[src/rtl/wait_state_decoder.sv]
// Registered CPU address decoder: one-hot region selects, per-region wait states,
// ready handshake, bus error on unmapped access with fault address/count capture.
module wait_state_decoder #(
    parameter int unsigned ADDRESS_WIDTH = 20,
    parameter int unsigned SELECT_LSB    = 16,
    parameter int unsigned SELECT_BITS   = 3,
    parameter logic [(1<<SELECT_BITS)-1:0]   REGION_MASK = 8'h7f,
    parameter logic [4*(1<<SELECT_BITS)-1:0] WAIT_STATES = '0
) (
    input  logic                         clk,
    input  logic                         reset,
    input  logic [ADDRESS_WIDTH-1:0]     cpu_address,
    input  logic                         cpu_mem_valid,
    input  logic [3:0]                   cpu_wstrb,
    output logic [(1<<SELECT_BITS)-1:0]  region_en,
    output logic [(1<<SELECT_BITS)-1:0]  region_write_en,
    output logic                         cpu_mem_ready,
    output logic                         bus_error,
    output logic [ADDRESS_WIDTH-1:0]     error_address,
    output logic [7:0]                   error_count,
    output logic                         busy
);

    localparam int unsigned REGIONS = 1 << SELECT_BITS;
    localparam int unsigned HI_LSB  = SELECT_LSB + SELECT_BITS;

    typedef enum logic [1:0] {S_IDLE, S_WAIT, S_ACK, S_FAULT} state_t;

    state_t                 state;
    logic [3:0]             counter;
    logic [SELECT_BITS-1:0] sel_in;
    logic                   high_set;
    logic                   unmapped;
    logic [3:0]             ws_in;
    logic [REGIONS-1:0]     onehot_in;

    assign sel_in = cpu_address[HI_LSB-1:SELECT_LSB];

    // Address bits above the select field must be zero for a mapped access.
    generate
        if (ADDRESS_WIDTH > HI_LSB) begin : g_high_check
            assign high_set = |cpu_address[ADDRESS_WIDTH-1:HI_LSB];
        end else begin : g_no_high_check
            assign high_set = 1'b0;
        end
    endgenerate

    assign unmapped  = !REGION_MASK[sel_in] || high_set;
    assign ws_in     = WAIT_STATES[{sel_in, 2'b00} +: 4];
    assign onehot_in = {{(REGIONS-1){1'b0}}, 1'b1} << sel_in;

    always_ff @(posedge clk or negedge reset) begin
        if (!reset) begin
            state           <= S_IDLE;
            counter         <= '0;
            region_en       <= '0;
            region_write_en <= '0;
            cpu_mem_ready   <= 1'b0;
            bus_error       <= 1'b0;
            error_address   <= '0;
            error_count     <= '0;
            busy            <= 1'b0;
        end else begin
            case (state)
                S_IDLE: begin
                    if (cpu_mem_valid) begin
                        busy <= 1'b1;
                        if (unmapped) begin
                            state         <= S_FAULT;
                            cpu_mem_ready <= 1'b1;
                            bus_error     <= 1'b1;
                            error_address <= cpu_address;
                            if (error_count != 8'hff) begin
                                error_count <= error_count + 8'd1;
                            end
                        end else begin
                            region_en       <= onehot_in;
                            region_write_en <= (|cpu_wstrb) ? onehot_in : '0;
                            if (ws_in == 4'd0) begin
                                state         <= S_ACK;
                                cpu_mem_ready <= 1'b1;
                            end else begin
                                state   <= S_WAIT;
                                counter <= ws_in;
                            end
                        end
                    end
                end
                S_WAIT: begin
                    if (!cpu_mem_valid) begin
                        state           <= S_IDLE;
                        counter         <= '0;
                        region_en       <= '0;
                        region_write_en <= '0;
                        busy            <= 1'b0;
                    end else if (counter == 4'd1) begin
                        state         <= S_ACK;
                        counter       <= '0;
                        cpu_mem_ready <= 1'b1;
                    end else begin
                        counter <= counter - 4'd1;
                    end
                end
                S_ACK, S_FAULT: begin
                    state           <= S_IDLE;
                    region_en       <= '0;
                    region_write_en <= '0;
                    cpu_mem_ready   <= 1'b0;
                    bus_error       <= 1'b0;
                    busy            <= 1'b0;
                end
                default: state <= S_IDLE;
            endcase
        end
    end

endmodule

[config.mk]
export PLATFORM = sky130hd
export DESIGN_NAME = wait_state_decoder
export DESIGN_NICKNAME = d
export VERILOG_FILES = /design/src/rtl/wait_state_decoder.sv
export SDC_FILE = /design/constraint.sdc
export NUM_CORES = 1
export LEC_CHECK = 0
export CAP_MARGIN = 40
export CORE_MARGIN = 2
export CORE_UTILIZATION = 41
export DETAILED_ROUTE_END_ITERATION = 12
export PLACE_DENSITY = 0.76
export SLEW_MARGIN = 15
export SYNTH_ARGS = -nofsm -noshare
export SYNTH_HDL_FRONTEND = slang
export SYNTH_SLANG_ARGS = --single-unit
[constraint.sdc]
create_clock -name clk -period 1.8 [get_ports clk]
set_input_delay 0.36 -clock clk [delete_from_list [all_inputs] [get_ports clk]]
set_output_delay 0.36 -clock clk [all_outputs]
set_load 0.005 [all_outputs]
==> results of run 1 <==
## critical path, stage by stage
cell and delay, ps:
clkdlybuf4s50_1 470, a31oi_1 250, buf_4 160, a211oi_2 80, buf_4 170, o41ai_1 350
## registers in the layout, summed over array words and instances (netlist names)
name,count
bus_error,1
busy,1
counter,4
cpu_mem_ready,1
error_address,20
error_count,8
region_en,8
region_write_en,8
state,2
## stage by stage
stage | total power, mW | std cells | setup WS (ps)
global route | 4.42 | 381 | 62.5
finish | 4.15 | 381 | 137
CTS | 4.15 | 381 | 25.8
detailed placement | 3.31 | 373 | -351
global placement | 3.27 | 373 | -306
floorplan | 2.36 | 220 | 34.0
## logic make-up (layout without fill, tap and decap cells)
logic type / Yosys count / in the layout / share of synthesized area, %
simple gates: 119 / 119 / 24.3
flops: 53 / 53 / 60.2
compound gates: 26 / 26 / 8.46
buf+inv: 12 / 103 / 2.38
xor+xnor: 5 / 5 / 1.99
fa+ha+maj: 3 / 3 / 1.70
mux: 2 / 2 / 1.02
## Yosys cell counts (2+ instances only)
library cell,n,area (µm²)
nand2_1,78,293
dfrtp_1,53,1330
clkbuf_1,8,30.0
o31ai_1,8,60.1
nor2_1,7,26.3
o21ai_0,7,35.0
nand3_1,6,30.0
nand2b_1,4,25.0
xor2_1,4,35.0
a21o_1,3,22.5
and3_1,3,18.8
ha_1,3,37.5
inv_1,3,11.3
nor2b_1,3,18.8
o41ai_1,3,26.3
and2_1,2,12.5
mux2_2,2,22.5
nand3b_1,2,15.0
nand4_1,2,12.5
nor3_1,2,10.0
nor4_1,2,12.5
## where the power goes
| part | total, mW | switching (mW) | internal (mW) | leakage, nW |
|---|---|---|---|---|
| Sequential | 1.80 | 0.261 | 1.54 | 0.681 |
| Clock | 0.824 | 0.371 | 0.454 | 0.0585 |
| Combinational | 1.52 | 0.613 | 0.907 | 0.792 |
| Total | 4.15 | 1.25 | 2.90 | 1.53 |
## final cells by class
cell class / count / area [µm²]
clock buffers: 7 / 86.3
well taps: 70 / 87.6
inverters: 3 / 11.3
multi-input cells: 155 / 877
flip-flops and latches: 53 / 1330
clock inverters: 1 / 30.0
fillers: 443 / 1820
repair buffers: 92 / 900
## worst paths after layout
check | startpoint | to | cells after the start | slack [ps]
min in group clk | region_write_en[5]$_DFFE_PN0P_ | region_write_en[5]$_DFFE_PN0P_ | 2 | 480
max in group asynchronous | reset | error_address[5]$_DFFE_PN0P_ | 2 | 1530
setup / recovery | cpu_address[16] | region_write_en[4]$_DFFE_PN0P_ | 6 | 140
hold / removal | reset | region_en[7]$_DFFE_PN0P_ | 2 | 40
setup reg to reg | state[1]$_DFFE_PN0P_ | error_count[1]$_DFFE_PN0P_ | 4 | 140
hold reg to reg | region_write_en[5]$_DFFE_PN0P_ | region_write_en[5]$_DFFE_PN0P_ | 2 | 480
## routing by layer
| metal | up-vias | share of wire (%) | routed length [µm] |
|---|---|---|---|
| met1 | 876 | 45 | 2300 |
| li1 | 913 | - | - |
| met5 | - | 0 | 0 |
| met4 | 0 | 1.7 | 87 |
| met2 | 57 | 48 | 2460 |
| met3 | 10 | 5.2 | 265 |
## repair_timing
action / in CTS / in global routing
pin swaps: 0 / 2
setup buffers: 0 / 0
setup endpoints to repair: 5 / 13
gates resized for setup: 5 / 8
==> key figures, run 1 <==
Clock network
  – Root buf cell: clkbuf_8
  – Clk Latency, worst-skew pair: 300 ps
  – H-tree levels: 2
  – Clock transition at path regs: 90 ps
  – Clock tree buffer depth: 2
  – CTS buffer count: 5
  – CTS tree: built
  – # hold bufs at CTS: 0
  – Clk sink count: 53

Placed design
  – Cell Area, Placed: 0.00314 mm²
  – Final HPWL DP: 3800 µm
  – GP Congestion: 0.811
  – Port bufs: 73

STA
  – Fin. Hold Viols: 0
  – Final Skew: 4.49 ps
  – Max frequency: 601 MHz
  – RSZ-0062 raised after global routing: no
  – Slew HR: 61.2%
  – Fin Hold WS: 43.7 ps
  – Min cycle time layout: 1660 ps
  – Final setup violation count: 0
  – Pins Over Slew Limit: 0
  – Setup TNS: 0 ps
  – Crit share post-route: 92.4%
  – Measured slew at the worst slew-check pin: 579 ps

Final layout
  – Most frequent cells in the layout: nand2_1, clkdlybuf4s50_1, dfrtp_1
  – Diodes inserted: 0
  – Area Growth Syn to Fin: 50.5%
  – Fraction of layout cells with a size suffix above 1: 12.9%
  – Post-route cell area: 0.00332 mm²
  – Core Util, Final: 64.6%
  – Most common cell after layout, fill and taps aside: nand2_1
  – Nets: 340

Worst setup path
  – CP max FO: 5
  – Critical Path RT: 1980 ps
  – Crit path DAT: 1850 ps
  – Startpoint Class: primary input
  – Worst setup EP type: register
  – WS Path Type: primary input to register

GRT
  – Met3 usage: 5.12%
  – Busiest grt layer: met2
  – Pin count of the biggest net entering global routing: 54
  – Met2 track demand over resource: 29.4%
  – Antenna violations before repair: 0
  – Vias in the first global route: 1883
  – First-pass GRT wire length: 8670 µm
  – Aggregate global routing overflow: 0
  – GRT Total Usage: 18.1%
  – Met1 GRT Util: 23.7%

Yosys
  – Post-Syn Area: 0.00220 mm²
  – Synthesized instance count: 220
  – Synth unique cells: 36
  – YS warnings: 0
  – Ys flop type: dfrtp_1
  – Seq cells post-synth: 53
  – Sequential share of the synthesized area: 60.2%
  – Syn nets: 250
  – Ys async rst share: 100%
  – EDFF count, synth: 0
  – Average cell area after synthesis: 10.0 µm²

Floorplan
  – Die height: 77.3 µm
  – Die W: 77.3 µm
  – Starting Density: 42.9%
  – Floorplan core area: 0.00514 mm²
  – IO Count: 74
  – Site Rows: 26
  – Die Area: 0.00598 mm²

Pwr
  – VDD IR max: 0.000654 V
  – Pwr/cell area: 1250 mW/mm²
  – Leakage: 1.53 nW

Route
  – Pre-antenna DRT Iters: 4
  – DRC: 0
  – Avg WL per Cell: 13.4 µm
  – Antenna Violating Nets Remaining: 0
  – Initial DRC count: 106
  – Vias per std cell: 4.87
  – WL final: 5110 µm
  – Routed vias: 1856

Min path
  – Hold Path Class: primary input to asynchronous set/reset pin

Job
  – # Max-Cap Violations: 0

Outcome
  – Status: completed
Note: power is estimated with default switching activity, not from simulation.
==> run 2: changes to the inputs <==
--- a/config.mk
+++ b/config.mk
@@ -5,7 +5,7 @@
 export SDC_FILE = /design/constraint.sdc
 export NUM_CORES = 1
 export LEC_CHECK = 0
-export CAP_MARGIN = 40
+export CAP_MARGIN = 20
 export CORE_MARGIN = 2
 export CORE_UTILIZATION = 41
 export DETAILED_ROUTE_END_ITERATION = 12
==> results of run 2 <==
Same layout as run 1: the final DEF is identical, and so are final timing and power.
==> run 3: changes to the inputs <==
--- a/config.mk
+++ b/config.mk
@@ -9,7 +9,9 @@
 export CORE_MARGIN = 2
 export CORE_UTILIZATION = 41
 export DETAILED_ROUTE_END_ITERATION = 12
+export GPL_ROUTABILITY_DRIVEN = 0
 export PLACE_DENSITY = 0.76
+export RECOVER_POWER = 25
 export SLEW_MARGIN = 15
 export SYNTH_ARGS = -nofsm -noshare
 export SYNTH_HDL_FRONTEND = slang
==> run 3 against run 2 <==
Compared with the run above: non-clock buffer count stayed put; largest power group unchanged; clock skew about the same; critical path type unchanged; wire length barely moved; via count up 0.43%.
==> key figures, run 3 (synthesis results as in run 1) <==
Worst setup path
  – WS Path Type: primary input to register
  – CP max FO: 5
  – R2R cell count: 4
  – Slowest CP cell: clkdlybuf4s50_1
  – Critical Path RT: 1980 ps
  – Worst Path Buf+Inv: 3
  – CP delay by family, top: buffers and inverters
  – Max stage delay on crit path: 470 ps
  – Crit path DAT: 1850 ps
  – Crit path depth: 6
  – Startpoint Class: primary input
  – Crit-path cells: clkdlybuf4s50_1 > a31oi_1 > buf_4 > a211oi_2 > buf_4 > o41ai_1
  – Worst setup EP type: register
  – Crit-path most repeated cell: buf_4

Final layout
  – Area Growth Syn to Fin: 49.8%
  – Max reg flops: 20
  – Most common cell after layout, fill and taps aside: nand2_1
  – Diodes inserted: 0
  – Fraction of layout cells with a size suffix above 1: 12.9%
  – Top reg by flops: error_address
  – Filler Cells Inserted: 445
  – Nets: 340
  – Most frequent cells in the layout: nand2_1, clkdlybuf4s50_1, dfrtp_1

Route
  – Avg WL per Cell: 13.4 µm
  – Routed vias: 1864
  – Antenna Violating Nets Remaining: 0
  – Pre-antenna DRT Iters: 4
  – Vias per std cell: 4.89
  – DRC: 0
  – WL final: 5120 µm
  – Initial DRC count: 106

Placed design
  – Final HPWL DP: 3800 µm
  – Port bufs: 73

Clock network
  – Post-CTS setup buffer count: 0
  – CTS buffer count: 5
  – Clk Latency, worst-skew pair: 300 ps
  – Root buf cell: clkbuf_8
  – CTS tree: built
  – Clock transition at path regs: 90 ps
  – Clock tree buffer depth: 2
  – H-tree levels: 2
  – Clk sink count: 53
  – # hold bufs at CTS: 0

Outcome
  – Status: completed

Pwr
  – Design Power: 4.14 mW
  – VDD IR max: 0.000654 V
  – Leakage: 1.53 nW
  – Pwr/cell area: 1250 mW/mm²

Floorplan
  – IO Count: 74
  – Site Rows: 26
  – Die W: 77.3 µm
  – Starting Density: 42.9%
  – Die Area: 0.00598 mm²
  – Floorplan core area: 0.00514 mm²
  – Die height: 77.3 µm

STA
  – Measured slew at the worst slew-check pin: 1280 ps
  – Slew HR: 15.0%
  – Min cycle time layout: 1660 ps
  – Setup TNS: 0 ps
  – Fin. Hold Viols: 0
  – Final setup violation count: 0
  – RSZ-0062 raised after global routing: no
  – Crit share post-route: 92.4%
  – Max frequency: 601 MHz
  – Final Skew: 4.71 ps
  – Pins Over Slew Limit: 0

Job
  – # Max-Cap Violations: 0

GRT
  – Vias in the first global route: 1883
  – First-pass GRT wire length: 8670 µm
  – Pin count of the biggest net entering global routing: 54
  – Antenna violations before repair: 0
  – GRT Total Usage: 18.1%
  – Aggregate global routing overflow: 0

Min path
  – Hold Path Class: primary input to asynchronous set/reset pin
run 3: where the power goes:
part	total [mW]	switching [mW]	internal, mW
registers	1.80	0.260	1.54
logic	1.52	0.613	0.903
clock network	0.824	0.370	0.454
total	4.14	1.24	2.90
run 3: layer usage:
metal  vias up  GRT usage (%)  part of all wire [%]
li1        913              -                     -
met1       884           23.7                    45
met2        57           29.4                    48
met3        10           5.12                   5.2
met4         0           5.54                   1.7
met5         -              0                     0
run 3: repair_timing:
action | CTS | global route
pin swaps | 0 | 2
resized for setup | 5 | 8
endpoints found under the setup margin | 5 | 13
run 3: area by class of cell:
cell class | count | area, µm² | area share (%)
Timing Repair Buffer | 92 | 885 | 26.8
Clock buffer | 7 | 86.3 | 2.61
Clock inverter | 1 | 30.0 | 0.909
Inverter | 3 | 11.3 | 0.341
Sequential cell | 53 | 1330 | 40.2
Multi-Input combinational cell | 155 | 877 | 26.6
Tap cell | 70 | 87.6 | 2.65
run 3: stage by stage:
step | instances | cell area [µm²] | hold WS (ps) | util (%) | worst slack [ps]
finish | 381 | 3300 | 416 | 64.3 | 137
global route | 381 | 3300 | 499 | 64.3 | 62.5
CTS | 381 | 3280 | 51.6 | 63.8 | 25.8
detailed placement | 373 | 3140 | 375 | 61.2 | -351
global placement | 373 | 3140 | 377 | 61.2 | -306
floorplan | 220 | 2200 | 64.4 | - | 34.0
run 3: worst paths after layout:
check | startpoint | to | slack (ps)
max in group asynchronous | reset | error_address[5]$_DFFE_PN0P_ | 630
worst min-delay path | reset | region_en[7]$_DFFE_PN0P_ | 420
worst max register to register | state[1]$_DFFE_PN0P_ | error_count[1]$_DFFE_PN0P_ | 140
min in group clk | region_write_en[5]$_DFFE_PN0P_ | region_write_en[5]$_DFFE_PN0P_ | 480
worst min register to register | region_write_en[5]$_DFFE_PN0P_ | region_write_en[5]$_DFFE_PN0P_ | 480
worst max-delay path | cpu_address[16] | region_write_en[4]$_DFFE_PN0P_ | 140
run 3: worst reg2reg max path, cell delays in order, from the launching register on:
cell     delay, ps
dfrtp_1        400
or3b_4         400
or2_4          310
nor2_4         120
mux2_2         330
